**src/rtl/calc_req_arbiter.sv**
```systemverilog
// Arbitrates NREQ requesters onto one shared registered add/sub calc unit.
// Define CALC_ARB_RR_EN for round-robin grant; default is fixed priority (lowest index).
module calc_req_arbiter #(
  parameter int NREQ     = 4,
  parameter int WD       = 16,
  parameter int CALC_LAT = 1,
  parameter int IDW      = 2
) (
  input  logic                 clk,
  input  logic                 reset,
  input  logic [NREQ-1:0]      req_valid,
  output logic [NREQ-1:0]      req_ready,
  input  logic [NREQ-1:0]      req_op,
  input  logic [NREQ*WD-1:0]   req_i0,
  input  logic [NREQ*WD-1:0]   req_i1,
  output logic                 calc_start,
  output logic                 calc_op,
  output logic [WD-1:0]        calc_i0,
  output logic [WD-1:0]        calc_i1,
  input  logic [WD-1:0]        calc_o,
  output logic                 rsp_valid,
  input  logic                 rsp_ready,
  output logic [IDW-1:0]       rsp_id,
  output logic [WD-1:0]        rsp_data,
  output logic                 busy
);

  localparam logic [1:0] S_IDLE  = 2'd0;
  localparam logic [1:0] S_ISSUE = 2'd1;
  localparam logic [1:0] S_WAIT  = 2'd2;
  localparam logic [1:0] S_RESP  = 2'd3;

  localparam int             CW       = $clog2(CALC_LAT + 1);
  localparam logic [CW-1:0]  LAT_INIT = CW'(CALC_LAT);
  localparam logic [CW-1:0]  CNT_ONE  = CW'(1);

  logic [1:0]     state_q, state_d;
  logic [CW-1:0]  cnt_q,   cnt_d;
  logic [WD-1:0]  i0_q,    i0_d;
  logic [WD-1:0]  i1_q,    i1_d;
  logic           op_q,    op_d;
  logic [IDW-1:0] id_q,    id_d;
  logic [WD-1:0]  data_q,  data_d;

  logic [NREQ-1:0] search_vec;
  logic            found;
  logic [IDW-1:0]  gnt_idx;
  logic [WD-1:0]   gnt_i0;
  logic [WD-1:0]   gnt_i1;
  logic            gnt_op;

`ifdef CALC_ARB_RR_EN
  localparam logic [IDW:0] NREQ_W = (IDW + 1)'(NREQ);

  logic [IDW-1:0]   ptr_q, ptr_d;
  logic [2*NREQ-1:0] rot_vec;
  logic [IDW:0]     idx_sum;

  // Rotate so the search always scans from bit 0; the hit is mapped back by adding the pointer.
  assign rot_vec    = {req_valid, req_valid} >> ptr_q;
  assign search_vec = rot_vec[NREQ-1:0];

  always_comb begin
    found   = 1'b0;
    gnt_idx = '0;
    idx_sum = '0;
    for (int unsigned k = 0; k < NREQ; k++) begin
      if (!found && search_vec[k]) begin
        found   = 1'b1;
        idx_sum = (IDW + 1)'(k) + {1'b0, ptr_q};
        if (idx_sum >= NREQ_W) begin
          idx_sum = idx_sum - NREQ_W;
        end
        gnt_idx = idx_sum[IDW-1:0];
      end
    end
  end
`else
  assign search_vec = req_valid;

  always_comb begin
    found   = 1'b0;
    gnt_idx = '0;
    for (int unsigned k = 0; k < NREQ; k++) begin
      if (!found && search_vec[k]) begin
        found   = 1'b1;
        gnt_idx = IDW'(k);
      end
    end
  end
`endif

  always_comb begin
    gnt_i0 = '0;
    gnt_i1 = '0;
    gnt_op = 1'b0;
    for (int unsigned k = 0; k < NREQ; k++) begin
      if (gnt_idx == IDW'(k)) begin
        gnt_i0 = req_i0[k*WD +: WD];
        gnt_i1 = req_i1[k*WD +: WD];
        gnt_op = req_op[k];
      end
    end
  end

  always_comb begin
    state_d = state_q;
    cnt_d   = cnt_q;
    i0_d    = i0_q;
    i1_d    = i1_q;
    op_d    = op_q;
    id_d    = id_q;
    data_d  = data_q;
`ifdef CALC_ARB_RR_EN
    ptr_d   = ptr_q;
`endif
    case (state_q)
      S_IDLE: begin
        if (found) begin
          i0_d    = gnt_i0;
          i1_d    = gnt_i1;
          op_d    = gnt_op;
          id_d    = gnt_idx;
          state_d = S_ISSUE;
`ifdef CALC_ARB_RR_EN
          ptr_d   = (gnt_idx == IDW'(NREQ - 1)) ? '0 : gnt_idx + 1'b1;
`endif
        end
      end
      S_ISSUE: begin
        cnt_d   = LAT_INIT;
        state_d = S_WAIT;
      end
      S_WAIT: begin
        if (cnt_q == CNT_ONE) begin
          data_d  = calc_o;
          cnt_d   = '0;
          state_d = S_RESP;
        end else begin
          cnt_d = cnt_q - CNT_ONE;
        end
      end
      S_RESP: begin
        if (rsp_ready) begin
          state_d = S_IDLE;
        end
      end
      default: state_d = S_IDLE;
    endcase
  end

  always_ff @(posedge clk or negedge reset) begin
    if (!reset) begin
      state_q <= S_IDLE;
      cnt_q   <= '0;
      i0_q    <= '0;
      i1_q    <= '0;
      op_q    <= 1'b0;
      id_q    <= '0;
      data_q  <= '0;
`ifdef CALC_ARB_RR_EN
      ptr_q   <= '0;
`endif
    end else begin
      state_q <= state_d;
      cnt_q   <= cnt_d;
      i0_q    <= i0_d;
      i1_q    <= i1_d;
      op_q    <= op_d;
      id_q    <= id_d;
      data_q  <= data_d;
`ifdef CALC_ARB_RR_EN
      ptr_q   <= ptr_d;
`endif
    end
  end

  assign req_ready  = (state_q == S_IDLE && found) ? (NREQ'(1) << gnt_idx) : '0;
  assign calc_start = (state_q == S_ISSUE);
  assign calc_op    = op_q;
  assign calc_i0    = i0_q;
  assign calc_i1    = i1_q;
  assign rsp_valid  = (state_q == S_RESP);
  assign rsp_id     = id_q;
  assign rsp_data   = data_q;
  assign busy       = (state_q != S_IDLE);

endmodule
```
**config.mk**
```make
export PLATFORM = sky130hd
export DESIGN_NAME = calc_req_arbiter
export DESIGN_NICKNAME = d
export VERILOG_FILES = /design/src/rtl/calc_req_arbiter.sv
export SDC_FILE = /design/constraint.sdc
export NUM_CORES = 1
export LEC_CHECK = 0
export BUFFER_PORTS_ARGS = -buffer_cell sky130_fd_sc_hd__buf_2
export CORE_ASPECT_RATIO = 1.4
export CORE_MARGIN = 5
export CORE_UTILIZATION = 42
export CTS_CLUSTER_SIZE = 24
export DETAILED_ROUTE_END_ITERATION = 8
export PLACE_DENSITY = 0.89
export SYNTH_ARGS = -nofsm -noshare
export SYNTH_HDL_FRONTEND = slang
export SYNTH_SLANG_ARGS = --single-unit
```
**constraint.sdc**
```tcl
create_clock -name clk -period 2.55 [get_ports clk]
set_input_delay 0.255 -clock clk [delete_from_list [all_inputs] [get_ports clk]]
set_output_delay 0.255 -clock clk [all_outputs]
set_load 0.05 [all_outputs]
```
==> reports/qor.yml <==
run_status:
  status: "completed"
synthesis:
  yosysTopAreaCellShare_pct: 44.8
  synthesis.instances: 300
  synthTopCellsByArea: "dfrtp_1, o31ai_1, a211o_1, o22ai_1, mux2_2"
  synth.net_count: 460
  netlist_area_mm2: 0.00302
  ys_ff_latch: 54
  yosysSeqAreaShare_pct: 44.8
  yosysTopAreaCell: "dfrtp_1"
  synth_warnings: 0
  synth_cell_types: 31
  avgSynthCellArea_um2: 10.1
die:
  dieArea_mm2: 0.00901
  initial_core_util_pct: 43.2
  die_width_um: 81.7
  io_pins: 213
  rows: 36
  fp.dieH_um: 110
  core_mm2: 0.00698
placed_design:
  dp_hpwl_um: 8170
  post-place-ws_ns: 0.765
  numPortBuffers: 212
  place_area_mm2: 0.00409
  dp_cells: 583
  place_congestion: 0.815
clock_network:
  post_cts_buffers: 0
  clock_sinks: 54
  cts_max_level: 2
  cts_tree: "done"
  cts-root-buf: "clkbuf_8"
  clkTransAtPathRegs_ns: 0.10
  cts_resized: 0
  hold_buffers: 0
  clock_latency_ns: 0.30
  cts_buffer_depth: 2
  cts_buffers: 5
finish:
  final_cell_mix: "buf_2, dfrtp_1, nand2_1"
  n_fill_cell: 608
  final_area_mm2: 0.00418
  final_common_cell: "buf_2"
  area_delta_synth_final_pct: 38.5
  n_antenna_cell: 0
  nets: 655
  multi_input_comb_area_mm2: 0.00147
  final_cells: 591
  utilization_pct: 59.9
  final-seq-area_mm2: 0.00135
  drive_gt1_share_pct: 50.6
pwr:
  p_per_area_mw_per_mm2: 1280
  p_leak_nw: 2.12
  ir_worst_vdd_mv: 0.697
  finalPower_mw: 5.33
setup_path:
  worstPathRequired_ns: 2.30
  crit_path_max_fanout: 7
  critPathLaunchType: "flop"
  crit_arrival_ns: 1.88
  crit_start: "state_q[0]"
  reg2reg_slack_ns: 0.77
  reg2reg_from: "state_q[0]"
  end_kind: "output port"
  critPathKind: "reg2out"
min_path:
  hp-class: "in2async"
grt:
  grt_pass1_vias: 3274
  track_usage_pct: 21.8
  antenna_found_initial: 1
  grt.overflow.total: 0
  grt_max_degree: 39
  grt_first_pass_wirelength_um: 15200
detailed_routing:
  firstDrtPassIters: 5
  ant_nets: 0
  remaining_drc_errors: 0
  via_per_inst: 5.54
  avgRoutedWirePerCell_um: 17.4
  drt-initial-drc-count: 129
  vias: 3275
  wl_um: 10300
timing:
  drv_slew: 0
  fin_crit_sh_pct: 83.9
  worst_pin_slew_ns: 0.795
  setup_viol: 0
  fmaxAchievable_ghz: 0.467
  setup_tns_ns: 0
  rsz0062_at_grt: "no"
  fin_skew_ns: 0.00415
  whs_ns: 0.0201
  hold_viol_final: 0
  timing.final.crit_period_ns: 2.14
  relSlewSlack_pct: 47.0
  fin_ws_ns: 0.411
job:
  maxCapViolations: 0
## logic make-up (layout without fill, tap and decap cells)
| logic type | Yosys count | in the layout | share of synthesized area, % |
|---|---|---|---|
| buffers and inverters | 39 | 235 | 6.59 |
| DFF | 54 | 54 | 44.8 |
| AOI/OAI and AO/OA | 132 | 132 | 32.4 |
| muxes | 18 | 18 | 6.71 |
| adders and majority gates | 5 | 5 | 2.07 |
| and+or+nand+nor | 52 | 52 | 7.42 |
## worst max-delay path, stage by stage (launching register included)
cell     delay, ns
dfrtp_1       0.43
inv_1         0.13
ha_1          0.36
inv_1         0.15
nor3_1        0.21
buf_2         0.30
## per-layer routing
layer	vias to the layer above	part of all wire, %	GRT usage [%]
li1	1552	-	-
met1	1545	37	24.6
met2	154	53	39.5
met3	22	8.6	4.88
met4	2	2.2	8.31
met5	-	0.068	0
## layout make-up
cell class | count | area share (%)
Multi-Input combinational cell | 207 | 35.1
Clock buffer | 5 | 1.65
Clock inverter | 3 | 0.509
Tap cell | 95 | 2.84
Sequential cell | 54 | 32.3
Inverter | 6 | 0.539
Timing Repair Buffer | 221 | 27.0
## synth_stat cells, drive strengths merged
library cell / count
nand2b: 1
o22ai: 33
nor2: 4
mux2: 18
a31oi: 26
o21ai: 3
and2: 4
nand3: 1
a311oi: 5
clkbuf: 7
a2bb2oi: 1
nand2: 35
nor3: 2
nor2b: 3
o41ai: 1
or2: 1
dfrtp: 54
ha: 5
inv: 6
a221oi: 3
a211o: 26
buf: 26
o31ai: 33
and3: 1
a22oi: 1
## sequential cells by signal, indices dropped and copies added, names as in the netlist
| name | count |
|---|---|
| rsp_id | 2 |
| calc_i0 | 16 |
| calc_i1 | 16 |
| cnt_q | 1 |
| rsp_data | 16 |
| calc_op | 1 |
| state_q | 2 |
## path summary, 6_finish.rpt
check                               end  depth (start not counted)
max in group asynchronous   calc_i0[12]                          2
max                        req_ready[2]                          5
max reg2reg                 rsp_data[7]                          4
min in group clk            rsp_data[5]                          2
min                          calc_i0[1]                          1
min reg2reg                  calc_i1[6]                          2
## power by group
part	switching, mW	total [mW]	internal, mW
clock network	0.282	0.476	0.194
registers	0.228	1.53	1.30
logic	2.42	3.33	0.910
total	2.93	5.33	2.40
No activity file was read; power rests on OpenSTA's default activity.
